### config.mk
export PLATFORM = sky130hd
export DESIGN_NAME = rf_wb_arbiter
export DESIGN_NICKNAME = d
export VERILOG_FILES = /design/src/rtl/rf_wb_arbiter.sv
export SDC_FILE = /design/constraint.sdc
export NUM_CORES = 1
export LEC_CHECK = 0
export ABC_CLOCK_PERIOD_IN_PS = 8300
export CORE_AREA = 2 2 82 84
export CTS_BUF_LIST = sky130_fd_sc_hd__clkbuf_16
export DETAILED_ROUTE_END_ITERATION = 10
export DIE_AREA = 0 0 84 86
export PLACE_DENSITY = 0.92
export SLEW_MARGIN = 40
export SYNTH_ARGS = -nofsm -noshare
export SYNTH_HDL_FRONTEND = slang
export SYNTH_SLANG_ARGS = --single-unit
### constraint.sdc
create_clock -name clk -period 8.3 [get_ports clk]
set_clock_uncertainty 0.1 [all_clocks]
set_input_delay 2.49 -clock clk [delete_from_list [all_inputs] [get_ports clk]]
set_output_delay 2.49 -clock clk [all_outputs]
set_load 0.02 [all_outputs]
### src/rtl/rf_wb_arbiter.sv
// rf_wb_arbiter: shares the single register-file write port between the ALU, LSU and MDU.
//
// Round-robin arbitration with one valid/ready handshake per source. The winner of each
// cycle is registered onto the write-back port one cycle after acceptance.
//
// Ports:
//   clk, rst                  clock; synchronous active-high reset
//   {alu,lsu,mdu}_valid       source has a result pending
//   {alu,lsu,mdu}_ready       source result accepted this cycle (combinational)
//   {alu,lsu,mdu}_rd          destination register of the pending result
//   {alu,lsu,mdu}_data        pending result value
//   wb_en, wb_reg, wb_val     registered register-file write port
//   wb_src                    source of current write: 0=ALU, 1=LSU, 2=MDU, 3=none
//   busy                      any valid pending or a write being presented
//
// Optional feature (macro RF_WB_STALL_CNT_EN): adds saturating 32-bit per-source stall
// counters {alu,lsu,mdu}_stall_cnt, counting cycles with valid=1 and ready=0.

module rf_wb_arbiter #(
    parameter int unsigned XLEN = 32,
    parameter int unsigned RW   = 5
) (
    input  logic            clk,
    input  logic            rst,

    input  logic            alu_valid,
    output logic            alu_ready,
    input  logic [RW-1:0]   alu_rd,
    input  logic [XLEN-1:0] alu_data,

    input  logic            lsu_valid,
    output logic            lsu_ready,
    input  logic [RW-1:0]   lsu_rd,
    input  logic [XLEN-1:0] lsu_data,

    input  logic            mdu_valid,
    output logic            mdu_ready,
    input  logic [RW-1:0]   mdu_rd,
    input  logic [XLEN-1:0] mdu_data,

`ifdef RF_WB_STALL_CNT_EN
    output logic [31:0]     alu_stall_cnt,
    output logic [31:0]     lsu_stall_cnt,
    output logic [31:0]     mdu_stall_cnt,
`endif

    output logic            wb_en,
    output logic [RW-1:0]   wb_reg,
    output logic [XLEN-1:0] wb_val,
    output logic [1:0]      wb_src,
    output logic            busy
);

    localparam logic [1:0] SrcAlu  = 2'd0;
    localparam logic [1:0] SrcLsu  = 2'd1;
    localparam logic [1:0] SrcMdu  = 2'd2;
    localparam logic [1:0] SrcNone = 2'd3;

    logic [1:0]      ptr_q, ptr_d;
    logic            wb_en_q, wb_en_d;
    logic [RW-1:0]   wb_reg_q, wb_reg_d;
    logic [XLEN-1:0] wb_val_q, wb_val_d;
    logic [1:0]      wb_src_q, wb_src_d;

    logic [2:0]      valid_vec;
    logic [1:0]      ptr_eff;
    logic [1:0]      grant_src;
    logic [2:0]      grant_oh;
    logic            xfer;
    logic [RW-1:0]   sel_rd;
    logic [XLEN-1:0] sel_data;

    assign valid_vec = {mdu_valid, lsu_valid, alu_valid};
    // Encoding 3 cannot be reached, but recover to ALU if it ever appears.
    assign ptr_eff   = (ptr_q == SrcNone) ? SrcAlu : ptr_q;

    // Rotating priority search starting at ptr_eff.
    always_comb begin
        grant_src = SrcNone;
        case (ptr_eff)
            SrcLsu: begin
                if      (valid_vec[1]) grant_src = SrcLsu;
                else if (valid_vec[2]) grant_src = SrcMdu;
                else if (valid_vec[0]) grant_src = SrcAlu;
            end
            SrcMdu: begin
                if      (valid_vec[2]) grant_src = SrcMdu;
                else if (valid_vec[0]) grant_src = SrcAlu;
                else if (valid_vec[1]) grant_src = SrcLsu;
            end
            default: begin
                if      (valid_vec[0]) grant_src = SrcAlu;
                else if (valid_vec[1]) grant_src = SrcLsu;
                else if (valid_vec[2]) grant_src = SrcMdu;
            end
        endcase
    end

    // No grants during reset, so nothing is accepted that reset would then drop silently.
    always_comb begin
        grant_oh = 3'b000;
        if (!rst) begin
            case (grant_src)
                SrcAlu:  grant_oh = 3'b001;
                SrcLsu:  grant_oh = 3'b010;
                SrcMdu:  grant_oh = 3'b100;
                default: grant_oh = 3'b000;
            endcase
        end
    end

    assign alu_ready = grant_oh[0];
    assign lsu_ready = grant_oh[1];
    assign mdu_ready = grant_oh[2];
    assign xfer      = |grant_oh;

    always_comb begin
        sel_rd   = alu_rd;
        sel_data = alu_data;
        case (grant_src)
            SrcLsu: begin
                sel_rd   = lsu_rd;
                sel_data = lsu_data;
            end
            SrcMdu: begin
                sel_rd   = mdu_rd;
                sel_data = mdu_data;
            end
            default: begin
                sel_rd   = alu_rd;
                sel_data = alu_data;
            end
        endcase
    end

    always_comb begin
        ptr_d    = ptr_q;
        wb_en_d  = 1'b0;
        wb_reg_d = wb_reg_q;
        wb_val_d = wb_val_q;
        wb_src_d = SrcNone;
        if (xfer) begin
            // x0 writes are consumed but never reach the register file.
            wb_en_d  = (sel_rd != '0);
            wb_reg_d = sel_rd;
            wb_val_d = sel_data;
            wb_src_d = grant_src;
            ptr_d    = (grant_src == SrcMdu) ? SrcAlu : grant_src + 2'd1;
        end
    end

    always_ff @(posedge clk) begin
        if (rst) begin
            ptr_q    <= SrcAlu;
            wb_en_q  <= 1'b0;
            wb_reg_q <= '0;
            wb_val_q <= '0;
            wb_src_q <= SrcNone;
        end else begin
            ptr_q    <= ptr_d;
            wb_en_q  <= wb_en_d;
            wb_reg_q <= wb_reg_d;
            wb_val_q <= wb_val_d;
            wb_src_q <= wb_src_d;
        end
    end

    assign wb_en  = wb_en_q;
    assign wb_reg = wb_reg_q;
    assign wb_val = wb_val_q;
    assign wb_src = wb_src_q;
    assign busy   = (|valid_vec) | wb_en_q;

`ifdef RF_WB_STALL_CNT_EN
    logic [31:0] alu_stall_q, alu_stall_d;
    logic [31:0] lsu_stall_q, lsu_stall_d;
    logic [31:0] mdu_stall_q, mdu_stall_d;

    // Saturating counters of cycles spent waiting for a grant.
    always_comb begin
        alu_stall_d = alu_stall_q;
        lsu_stall_d = lsu_stall_q;
        mdu_stall_d = mdu_stall_q;
        if (alu_valid && !alu_ready && (alu_stall_q != 32'hFFFF_FFFF)) begin
            alu_stall_d = alu_stall_q + 32'd1;
        end
        if (lsu_valid && !lsu_ready && (lsu_stall_q != 32'hFFFF_FFFF)) begin
            lsu_stall_d = lsu_stall_q + 32'd1;
        end
        if (mdu_valid && !mdu_ready && (mdu_stall_q != 32'hFFFF_FFFF)) begin
            mdu_stall_d = mdu_stall_q + 32'd1;
        end
    end

    always_ff @(posedge clk) begin
        if (rst) begin
            alu_stall_q <= '0;
            lsu_stall_q <= '0;
            mdu_stall_q <= '0;
        end else begin
            alu_stall_q <= alu_stall_d;
            lsu_stall_q <= lsu_stall_d;
            mdu_stall_q <= mdu_stall_d;
        end
    end

    assign alu_stall_cnt = alu_stall_q;
    assign lsu_stall_cnt = lsu_stall_q;
    assign mdu_stall_cnt = mdu_stall_q;
`endif

endmodule
* Word level (Yosys, flattened, before mapping)
Cells that the tools add are included.
** Operators by class
- Eq/ne operators :: 5
- Bitwise gates (word level) :: 2
- Reductions and logical operators :: 5
- Multiplexer cells :: 16
- Add/subtract/negate cells :: 1
** Operator list (number)
- one-hot mux 32 bit (2 select lines) :: 1
- two-way mux 2 bit :: 10
- one-hot mux 5 bit (2 select lines) :: 1
- one-hot mux 3 bit (3 select lines) :: 1
- equality test 2 bit (second input constant) :: 3
- OR reduction 3 bit :: 2
- nonzero test 5 bit :: 1
- equality test 2 x 1 -> 1 bit (second input constant) :: 2
- one-hot mux 2 bit (2 select lines) :: 1
- two-way mux 3 bit :: 1
- adder 2 x 1 -> 2 bit (second input constant) :: 1
- logical NOT 2 bit :: 1
- OR reduction 2 bit :: 1
- two-way mux 1 bit :: 1
- inverter 1 bit :: 1
- OR 1 bit :: 1
** Word-level totals
- Bits of input ports :: 116
- Word-level logic and storage cells :: 34
- Flip-flop bits (word level) :: 42
- Output and inout port bits :: 44

* Longest topological paths before layout
Gate-level depths: netlist of run 1.
- Depth after elaboration :: 10
- Gate-level depth with buffers :: 13
- Mapped depth without buffers :: 11

* Worst setup path after synthesis of run 1
No wires, ideal clock.
- Path kind :: in2out
- Start point :: in alu_valid
- End point :: out mdu_ready
- Path slack :: 1871 ps
- Required time :: 5710 ps
- Data arrival time :: 3839 ps
- Stages :: 6
- Cell sequence :: o32a_1 inv_1 ha_1 buf_4 buf_2 nor2b_1
** Between the ends
- Word-level cells in the longest chain between the ends :: 7
- Elaborated cells on any way between the ends :: 12
** Ends and longest elaborated chain
- start: declaration :: RTL line 26 : input logic alu_valid,
- two-way mux 2 bit :: RTL line 84 : else if (valid_vec[0]) grant_src = SrcAlu;
- two-way mux 2 bit :: RTL line 83 : else if (valid_vec[2]) grant_src = SrcMdu;
- two-way mux 2 bit :: RTL line 82 : if (valid_vec[1]) grant_src = SrcLsu;
- one-hot mux 2 bit (2 select lines) * :: RTL line 80 : case (ptr_eff)
- via grant_src[1] :: RTL line 67 : logic [1:0] grant_src;
- equality test 2 bit (tied with other cells) :: RTL line 103 : case (grant_src)
- one-hot mux 3 bit (3 select lines) * :: RTL line 103
- two-way mux 3 bit * :: RTL line 102 : if (!rst) begin
- end: declaration :: RTL line 37 : output logic mdu_ready,
Mark *: on every way through the listed nets, which the timed path passes. The rest lies on a longest branch.

* Final worst setup path of run 1
- Start point :: in alu_valid
- End point :: out alu_ready
** Between the ends
- Word-level cells in the longest chain between the ends :: 7
- Elaborated cells on any way between the ends :: 12
** Ends and longest elaborated chain
- two-way mux 2 bit :: RTL line 84
- two-way mux 2 bit :: RTL line 83
- two-way mux 2 bit :: RTL line 82
- one-hot mux 2 bit (2 select lines) * :: RTL line 80
- equality test 2 bit (tied with other cells) :: RTL line 103
- one-hot mux 3 bit (3 select lines) * :: RTL line 103
- two-way mux 3 bit * :: RTL line 102
- end: declaration :: RTL line 27 : output logic alu_ready,
Mark *: on every way between the ends. The rest lies on a longest branch, timed or not.

==> impl_metrics.ini, run 1 <==
[cells_and_area]
post-route-util = 0.6500
fill_cells = 545
drive_above_1_share = 0.05695
nets = 563
multi_input_comb_area_um2 = 1360
areaGrowthSynthToFinish_pct = 71.63
ff_latch_area_um2 = 840.8
largest_reg_flops = 32
diodes = 0

[routing]
wire_per_inst_um = 15.01
viasPerCell = 5.275
post-route-drc-count = 0
vias = 2722
ant_nets = 0
drt-initial-drc-count = 107
wl_um = 7746
firstDrtPassIters = 4

[power_and_ir_drop]
p_sw_w = 0.0002645
p_per_area_nw_per_um2 = 188.5
intPower_w = 0.0005046
seq_power_share = 0.325
p_sw_frac = 0.3439
leakagePower_nw = 1.459
ir_drop_mv = 0.1288
comb_power_share = 0.449
power_frac_clock = 0.226

[setup_path]
worstPathRequired_ps = 5710
max_stage_delay_ps = 610
rr_startpoint = ptr_q[0]
worstRegToRegCells = 14
cp.arrival_ps = 4520
worst_path_dominant_cell_family = buffers and inverters
critPathLaunchType = primary input
cpMostUsedCell = clkdlybuf4s50_1
endpoint = alu_ready
r2r_end = wb_reg[3]
reg2reg_setup_slack_ps = 4800
worstSetupPathType = in -> out
cp-end-kind = output port
cp_num_cells = 6
cp_slowest_cell = clkdlybuf4s50_1
crit_chain = clkdlybuf4s50_1 > mux2i_1 > a21oi_1 > ha_2 > nor2b_1 > clkdlybuf4s50_1
crit_start = alu_valid
worst-path-max-fanout = 5
critPathBufInv = 2

[synthesis]
synth_top_area_cell = dfxtp_1
synth.top_cells.by_count = 54 x nor2_1, 42 x dfxtp_1, 35 x a21oi_1
synth_area_leaders = dfxtp_1 35%, a22oi_1 9.2%, nor2_1 8.5%, a2111oi_0 7.7%, a21oi_1 7.4%
syn_area_per_cell_um2 = 7.977
syn_inst = 298
ys_warn_count = 0
yosysMostFrequentCell = nor2_1
synthFlopType = dfxtp_1
netlist_area_um2 = 2377
synth_edf_count = 0
yosysTopAreaCellShare = 0.3537
ys_types = 25
seq_area_frac_synth = 0.3537
syn_nets = 421
synth_seq_cells = 42
async_reset_ff_frac = 0

[clocking]
cts_resized = 0
cts_sinks = 42
clkTransAtPathRegs_ps = 50
hold_buffers = 0
clk-insertion-delay-late_ps = 270
htreeDepth = 2
post_cts_buffers = 0
cts_root_buffer = clkbuf_16
numCtsBuffers = 5
cts_tree = built
cts_buffer_depth = 2

[placed_design]
io_buffers = 159
place_hpwl_um = 5649
gp_congestion = 0.7962

[outcome]
outcome = finished clean

[global_route]
grt_max_degree = 39
grtUsageTotal = 0.2029
antenna_found_initial = 0
grt_pass1_wl_um = 12080
overflow = 0
first_global_vias = 2586

[die]
coreArea_um2 = 6277
ios = 160
fp.dieH_um = 86
start_util = 0.3787
die_w_um = 84
die-area_um2 = 7224
rows = 29

[timing]
tightest_slew_ps = 612.2
setup_violations = 0
max_freq_mhz = 140.6
final_hold_viol_count = 0
rsz0062_at_grt = false
hold_ws_ps = 357.4
tns_ps = 0
slew-limit-headroom = 0.5904
slew_viol_final = 0
min_period_ps = 7114
layout_worst_path_cycle_share = 0.8571

[flow_run]
maxCapViolations = 0

[min_path]
hold_class = reg -> reg
-- power by group through the flow --
stage          Sequential, W  Combinational [W]  Clock (W)
6_report            0.000250           0.000346   0.000174
5_1_grt             0.000253           0.000376   0.000187
4_1_cts             0.000250           0.000347   0.000178
3_5_place_dp        0.000254           0.000346          0
3_3_place_gp        0.000253           0.000339          0
2_1_floorplan       0.000291           0.000160          0
-- worst min-delay path, cell delays in order, from the launching register on --
cell and delay (ps):
dfxtp_1 310, nand2_1 50, a21oi_1 50
-- per-stage QoR --
stage | power (W) | setup WS, ps | area, um^2 | std cells
2_1_floorplan | 0.0004504 | 1871 | 2377 | 298
3_3_place_gp | 0.0005922 | 1237 | 3951 | 510
3_5_place_dp | 0.0005999 | 1180 | 3951 | 510
4_1_cts | 0.0007753 | 1177 | 4080 | 516
5_1_grt | 0.0008156 | 1072 | 4080 | 516
6_report | 0.0007691 | 1186 | 4080 | 516
-- routing by layer --
layer | GRT usage | routed length [um] | vias to the layer above
met5 | 0 | 0 | -
met4 | 0.05425 | 136 | 0
met3 | 0.05294 | 444 | 13
met2 | 0.3825 | 4041 | 90
met1 | 0.2259 | 3123 | 1248
li1 | - | - | 1371
-- cells in the final DEF (no fill, tap or decap) --
| cell type | count |
|---|---|
| clkdlybuf4s50_1 | 158 |
| nor2_1 | 54 |
| dfxtp_1 | 42 |
| a21oi_1 | 35 |
| a22oi_1 | 29 |
| a2111oi_0 | 21 |
| nand2_1 | 20 |
| o21ai_0 | 20 |
| nand3b_1 | 10 |
| a22oi_2 | 8 |
| inv_1 | 6 |
| buf_4 | 6 |
| clkbuf_16 | 5 |
| ha_1 | 4 |
| mux2i_1 | 3 |
| nor3_1 | 3 |
| nor2b_1 | 3 |
| ha_2 | 3 |
| nand2b_1 | 1 |
| o32a_1 | 1 |
| or4_1 | 1 |
| nor3_4 | 1 |
| or2_1 | 1 |
| a2111oi_1 | 1 |
| a2111oi_2 | 1 |
| clkinv_1 | 1 |
| buf_2 | 1 |
-- area by class of cell --
cell class / count / area share
sequential: 42 / 0.2061
clock inverter: 1 / 0.0009200
multi-input combinational: 220 / 0.3333
timing repair buffer: 165 / 0.3999
tap: 77 / 0.02361
clock buffer: 5 / 0.03067
inverter: 6 / 0.005520
-- worst min-delay path by stage --
| stage | startpoint | to | slack, ps | cells past startpoint |
|---|---|---|---|---|
| final | wb_reg[4] | wb_reg[4] | 360 | 2 |
| after detailed placement | wb_reg[4] | wb_reg[4] | 350 | 2 |
| after floorplan | ptr_q[1] | ptr_q[1] | 350 | 2 |
| after global routing | wb_reg[3] | wb_reg[3] | 380 | 2 |
| after CTS | wb_reg[4] | wb_reg[4] | 360 | 2 |
| after global placement | wb_reg[4] | wb_reg[4] | 340 | 2 |
-- logic make-up (layout without fill, tap and decap cells) --
group,count (synthesis),in the layout,synth area share
adders and majority gates,7,7,0.03684
muxes,3,3,0.01263
buffers and inverters,36,177,0.08000
DFF,42,42,0.3537
and+or+nand+nor,94,94,0.1753
AOI/OAI and AO/OA,116,116,0.3416
(Power assumes the default switching activity.)
==> run 2: changes to the inputs <==
--- a/config.mk
+++ b/config.mk
@@ -10,7 +10,7 @@
 export CTS_BUF_LIST = sky130_fd_sc_hd__clkbuf_16
 export DETAILED_ROUTE_END_ITERATION = 10
 export DIE_AREA = 0 0 84 86
-export PLACE_DENSITY = 0.92
+export PLACE_DENSITY = 0.8
 export SLEW_MARGIN = 40
 export SYNTH_ARGS = -nofsm -noshare
 export SYNTH_HDL_FRONTEND = slang
==> run 2 against run 1 <==
  * Combinational power barely moved
  * Fmax fell by 0.55%
  * Clock power rose by 3%
  * Sequential share of layout area barely moved
  * Register-to-register slack got worse by 430 ps
  * Sequential power barely moved
  * Worst hold slack got worse by 3.3 ps
  * Clock-buffer cell count did not move
  * Power rose by 0.56%
  * Highest routed layer unchanged
==> impl_metrics.ini, run 2 (synthesis results as in run 1) <==
[die]
start_util = 0.3787
coreArea_um2 = 6277
rows = 29
fp.dieH_um = 86
die-area_um2 = 7224
die_w_um = 84
ios = 160

[timing]
worst_slack_ps = 1146
slew-limit-headroom = 0.6060
layout_worst_path_cycle_share = 0.8619
setup_violations = 0
min_period_ps = 7154
slew_viol_final = 0
tightest_slew_ps = 588.8
rsz0062_at_grt = false
tns_ps = 0
final_hold_viol_count = 0
max_freq_mhz = 139.8

[global_route]
overflow = 0
grt_max_degree = 63
grtUsageTotal = 0.2118
grt_pass1_wl_um = 12530
first_global_vias = 2576
antenna_found_initial = 0

[placed_design]
dp_slack_ps = 1156
io_buffers = 159
gp_congestion = 0.7778
place_hpwl_um = 5740

[cells_and_area]
nets = 563
diodes = 0
largest_reg_flops = 32
areaGrowthSynthToFinish_pct = 71.95
mostFrequentLayoutCells = 158 x clkdlybuf4s50_1, 54 x nor2_1, 42 x dfxtp_1, 35 x a21oi_1, 29 x a22oi_1
fill_cells = 539
drive_above_1_share = 0.05669
layout_commonest_cell = clkdlybuf4s50_1

[clocking]
numCtsBuffers = 5
cts_root_buffer = clkbuf_16
cts_sinks = 42
cts_tree = built
clk-insertion-delay-late_ps = 270
cts_buffer_depth = 2
post_cts_buffers = 0
cts_resized = 0
htreeDepth = 2
clkTransAtPathRegs_ps = 60
hold_buffers = 0

[power_and_ir_drop]
leakagePower_nw = 1.462
ir_drop_mv = 0.1157
p_per_area_nw_per_um2 = 189.2

[setup_path]
worstPathRequired_ps = 5710
critPathLaunchType = primary input
cp_slowest_cell = clkdlybuf4s50_1
cpMostUsedCell = clkdlybuf4s50_1
cp.arrival_ps = 4560
cp-end-kind = output port
max_stage_delay_ps = 650
worstSetupPathType = in -> out
worst-path-max-fanout = 5
crit_chain = clkdlybuf4s50_1 > mux2i_1 > a21oi_1 > ha_2 > nor2b_1 > clkdlybuf4s50_1

[routing]
viasPerCell = 5.353
ant_nets = 0
post-route-drc-count = 0
vias = 2773
wire_per_inst_um = 15.32
wl_um = 7936
firstDrtPassIters = 5
drt-initial-drc-count = 91

[flow_run]
maxCapViolations = 0

[outcome]
outcome = finished clean

[min_path]
hold_class = reg -> reg
-- run 2: cell type report --
type | instances | area [um^2] | share of cell area
well taps | 77 | 96.34 | 0.02357
repair buffers | 165 | 1632 | 0.3991
clock buffers | 5 | 125.1 | 0.03061
inverters | 6 | 22.52 | 0.005510
clock inverters | 3 | 11.26 | 0.002755
flip-flops and latches | 42 | 840.8 | 0.2057
multi-input cells | 220 | 1360 | 0.3327
-- run 2: where the power goes --
| part | internal, W | switching [W] |
|---|---|---|
| Combinational | 0.000164 | 0.000181 |
| Clock | 0.000108 | 0.0000709 |
| Sequential | 0.000234 | 0.0000159 |
| Total | 0.000506 | 0.000268 |
-- run 2: path summary, 6_finish.rpt --
path | from | endpoint | slack, ps | cells past startpoint
max | alu_valid | mdu_ready | 1150 | 6
max reg2reg | ptr_q[0] | ptr_q[1] | 4370 | 14
min | wb_reg[4] | wb_reg[4] | 350 | 2
min reg2reg | wb_reg[4] | wb_reg[4] | 350 | 2
-- run 2: through the flow --
stage | power, W | util | std cells | area [um^2] | hold slack [ps]
2_1_floorplan | 0.0004504 | - | 298 | 2377 | 353.0
3_3_place_gp | 0.0005921 | 0.6295 | 510 | 3951 | 343.5
3_5_place_dp | 0.0005988 | 0.6295 | 510 | 3951 | 347.4
4_1_cts | 0.0007805 | 0.6512 | 518 | 4088 | 353.7
5_1_grt | 0.0008256 | 0.6512 | 518 | 4088 | 371.8
6_report | 0.0007734 | 0.6512 | 518 | 4088 | 354.1
-- run 2: layer usage --
metal | GRT usage | share of wire
met1 | 0.2471 | 0.40
met2 | 0.3927 | 0.53
met3 | 0.05390 | 0.062
met4 | 0.04399 | 0.0097
met5 | 0 | 0
-- run 2: worst max-delay path, delay by kind of cell --
family                   cells  cell delay [ps]
buffers and inverters        2             1180
AO/OA/AOI/OAI                1              390
adder cells (fa/ha/maj)      1              270
AND/OR/NAND/NOR              1              140
multiplexers                 1               90
==> run 3: changes to the inputs <==
--- a/config.mk
+++ b/config.mk
@@ -5,11 +5,13 @@
 export SDC_FILE = /design/constraint.sdc
 export NUM_CORES = 1
 export LEC_CHECK = 0
+export ABC_AREA = 1
 export ABC_CLOCK_PERIOD_IN_PS = 8300
 export CORE_AREA = 2 2 82 84
 export CTS_BUF_LIST = sky130_fd_sc_hd__clkbuf_16
 export DETAILED_ROUTE_END_ITERATION = 10
 export DIE_AREA = 0 0 84 86
+export GPL_TIMING_DRIVEN = 0
 export PLACE_DENSITY = 0.8
 export SLEW_MARGIN = 40
 export SYNTH_ARGS = -nofsm -noshare
==> run 3 against run 2 <==
  * First-iteration DRC count is 15% higher
  * Sequential share of layout area is 0.60 points lower
  * Die area stayed put
  * Register-to-register slack better by 1300 ps
  * Synthesized cell count is 24% higher
  * Fmax is 4.1% lower
  * Clock power is 2% higher
  * Design area is 3.0% higher
  * Cell count is 19% higher
  * Utilization is 2.0 points higher
  * Clock-buffer cell count stayed put
  * Combinational power grew to 3.7 times the previous value
==> impl_metrics.ini, run 3 <==
[synthesis]
syn_area_per_cell_um2 = 6.428
synth_area_leaders = dfxtp_1 35%, nand2_1 17%, nand3_1 8.8%, o21ai_1 7.6%, nor2_1 5.7%
synth_compound_area_frac = 0.1847
synth_edf_count = 0
synthFlopType = dfxtp_1
ys_types = 19
synth_top_area_cell = dfxtp_1
synth_xor_area_frac = 0
async_reset_ff_frac = 0
syn_nets = 494
seq_area_frac_synth = 0.3526
yosys.area_share.simple = 0.3337
synth.top_cells.by_count = 111 x nand2_1, 42 x dfxtp_1, 42 x nand3_1
syn_inst = 371
yosysTopAreaCellShare = 0.3526
yosysMostFrequentCell = nand2_1
synthMuxAreaShare = 0
ys_warn_count = 0
synth_top_family_by_area = simple AND/OR/NAND/NOR gates
netlist_area_um2 = 2385
yosys.area_share.adder = 0.03673
synth_seq_cells = 42

[clocking]
cts_tree = built
clkTransAtPathRegs_ps = 60
cts_root_buffer = clkbuf_16
htreeDepth = 2
cts_sinks = 42
post_cts_buffers = 0
cts_buffer_depth = 2
numCtsBuffers = 5
cts_resized = 0
clk-insertion-delay-late_ps = 280
hold_buffers = 0

[setup_path]
cp.arrival_ps = 4870
worst_path_dominant_cell_family = buffers and inverters
cp-end-kind = output port
critPathLaunchType = primary input
critPathBufInv = 6
worstSetupPathType = in -> out
crit_chain = clkdlybuf4s50_1 > nor2_1 > o21ai_0 > nand3_1 > nand2_1 > inv_1 > ha_1 > buf_4 > buf_6 > inv_1 > nor2_1 > clkdlybuf4s50_1
worstPathRequired_ps = 5710
cp_slowest_cell = clkdlybuf4s50_1
worst-path-max-fanout = 10
worstRegToRegCells = 12
cp_num_cells = 12
max_stage_delay_ps = 620

[placed_design]
dpl.cell_count = 607
io_buffers = 159
place_hpwl_um = 6801
dp_slack_ps = 872.3
gp_congestion = 0.8154

[outcome]
outcome = finished clean

[cells_and_area]
mostFrequentLayoutCells = 159 x clkdlybuf4s50_1, 111 x nand2_1, 42 x nand3_1, 42 x dfxtp_1
post-route-util = 0.6707
nets = 660
fill_cells = 586
areaGrowthSynthToFinish_pct = 76.55
drive_above_1_share = 0.06691
layout_commonest_cell = clkdlybuf4s50_1
largest_reg_flops = 32
finalNonFillerCells = 615
diodes = 0

[global_route]
antenna_found_initial = 0
grt_max_degree = 13
overflow = 0
grtUsageTotal = 0.2302
grt_pass1_wl_um = 13410
first_global_vias = 2900

[routing]
ant_nets = 0
firstDrtPassIters = 5
wire_per_inst_um = 14.16
wl_um = 8707
drt-initial-drc-count = 105
vias = 3085
post-route-drc-count = 0
viasPerCell = 5.016

[timing]
final_hold_viol_count = 0
rsz0062_at_grt = false
tns_ps = 0
tightest_slew_ps = 564.5
slew_viol_final = 0
worst_slack_ps = 839.2
min_period_ps = 7461
slew-limit-headroom = 0.6237
setup_violations = 0
layout_worst_path_cycle_share = 0.8989
max_freq_mhz = 134.0

[flow_run]
maxCapViolations = 0

[min_path]
hold_class = reg -> reg
hold_path_depth = 2

[power_and_ir_drop]
ir_drop_mv = 0.2392
leakagePower_nw = 1.723
p_per_area_nw_per_um2 = 425.2

[die]
start_util = 0.3799
rows = 29
die_w_um = 84
die-area_um2 = 7224
coreArea_um2 = 6277
fp.dieH_um = 86
ios = 160
-- run 3: cell count changes after synthesis, sizes merged, moves of 4 or more --
cell,previous run,this run
a2111oi,23,0
a21oi,35,26
a22oi,37,0
buf,17,23
clkbuf,13,4
inv,6,14
nand2,20,112
nand3,0,42
nand3b,10,0
nor2,54,36
nor3,4,0
o21ai,20,59
-- run 3: area by class of cell --
cell class                 count  area, um^2  area share
multi-input combinational    288        1324      0.3144
inverter                      14       52.55     0.01248
buffer                        27       167.7     0.03982
tap                           77       96.34     0.02288
sequential                    42       840.8      0.1997
clock buffer                   5       125.1     0.02972
clock inverter                 3       12.51    0.002972
timing repair buffer         159        1592      0.3780
-- run 3: final timing paths --
path         slack (ps)          to  startpoint
min reg2reg         370  wb_val[26]  wb_val[26]
min                 370  wb_val[26]  wb_val[26]
max reg2reg        5620  wb_val[18]    ptr_q[0]
max                 840   mdu_ready   alu_valid
-- run 3: through the flow --
stage | hold slack [ps] | area [um^2] | power (W)
floorplan | 390.0 | 2385 | 0.001154
global placement | 359.3 | 4073 | 0.001579
detailed placement | 364.9 | 4073 | 0.001608
CTS | 372.4 | 4210 | 0.001799
global route | 389.1 | 4210 | 0.001947
finish | 369.2 | 4210 | 0.001790
-- run 3: where the power goes --
group	internal [W]	total [W]	switching [W]
clock network	0.000109	0.000183	0.0000740
registers	0.000294	0.000336	0.0000422
logic	0.000511	0.00127	0.000760
-- run 3: tightest hold or removal path, cell delays in order, from the launching register on --
cell     delay (ps)
dfxtp_1         310
nand3_1          70
o21ai_1          50
-- run 3: logic make-up after synthesis --
logic type / Yosys count
AND/OR/NAND/NOR: 194
AO/OA/AOI/OAI: 87
flip-flops: 42
buffers and inverters: 41
adder cells (fa/ha/maj): 7
-- run 3: routing by layer --
metal  global-route usage  up-vias  share of wire
met5                    0        -              0
met4              0.05718        0          0.013
met3              0.05871       13          0.073
met2               0.4495      130           0.51
met1               0.2465     1395           0.41
li1                     -     1547              -
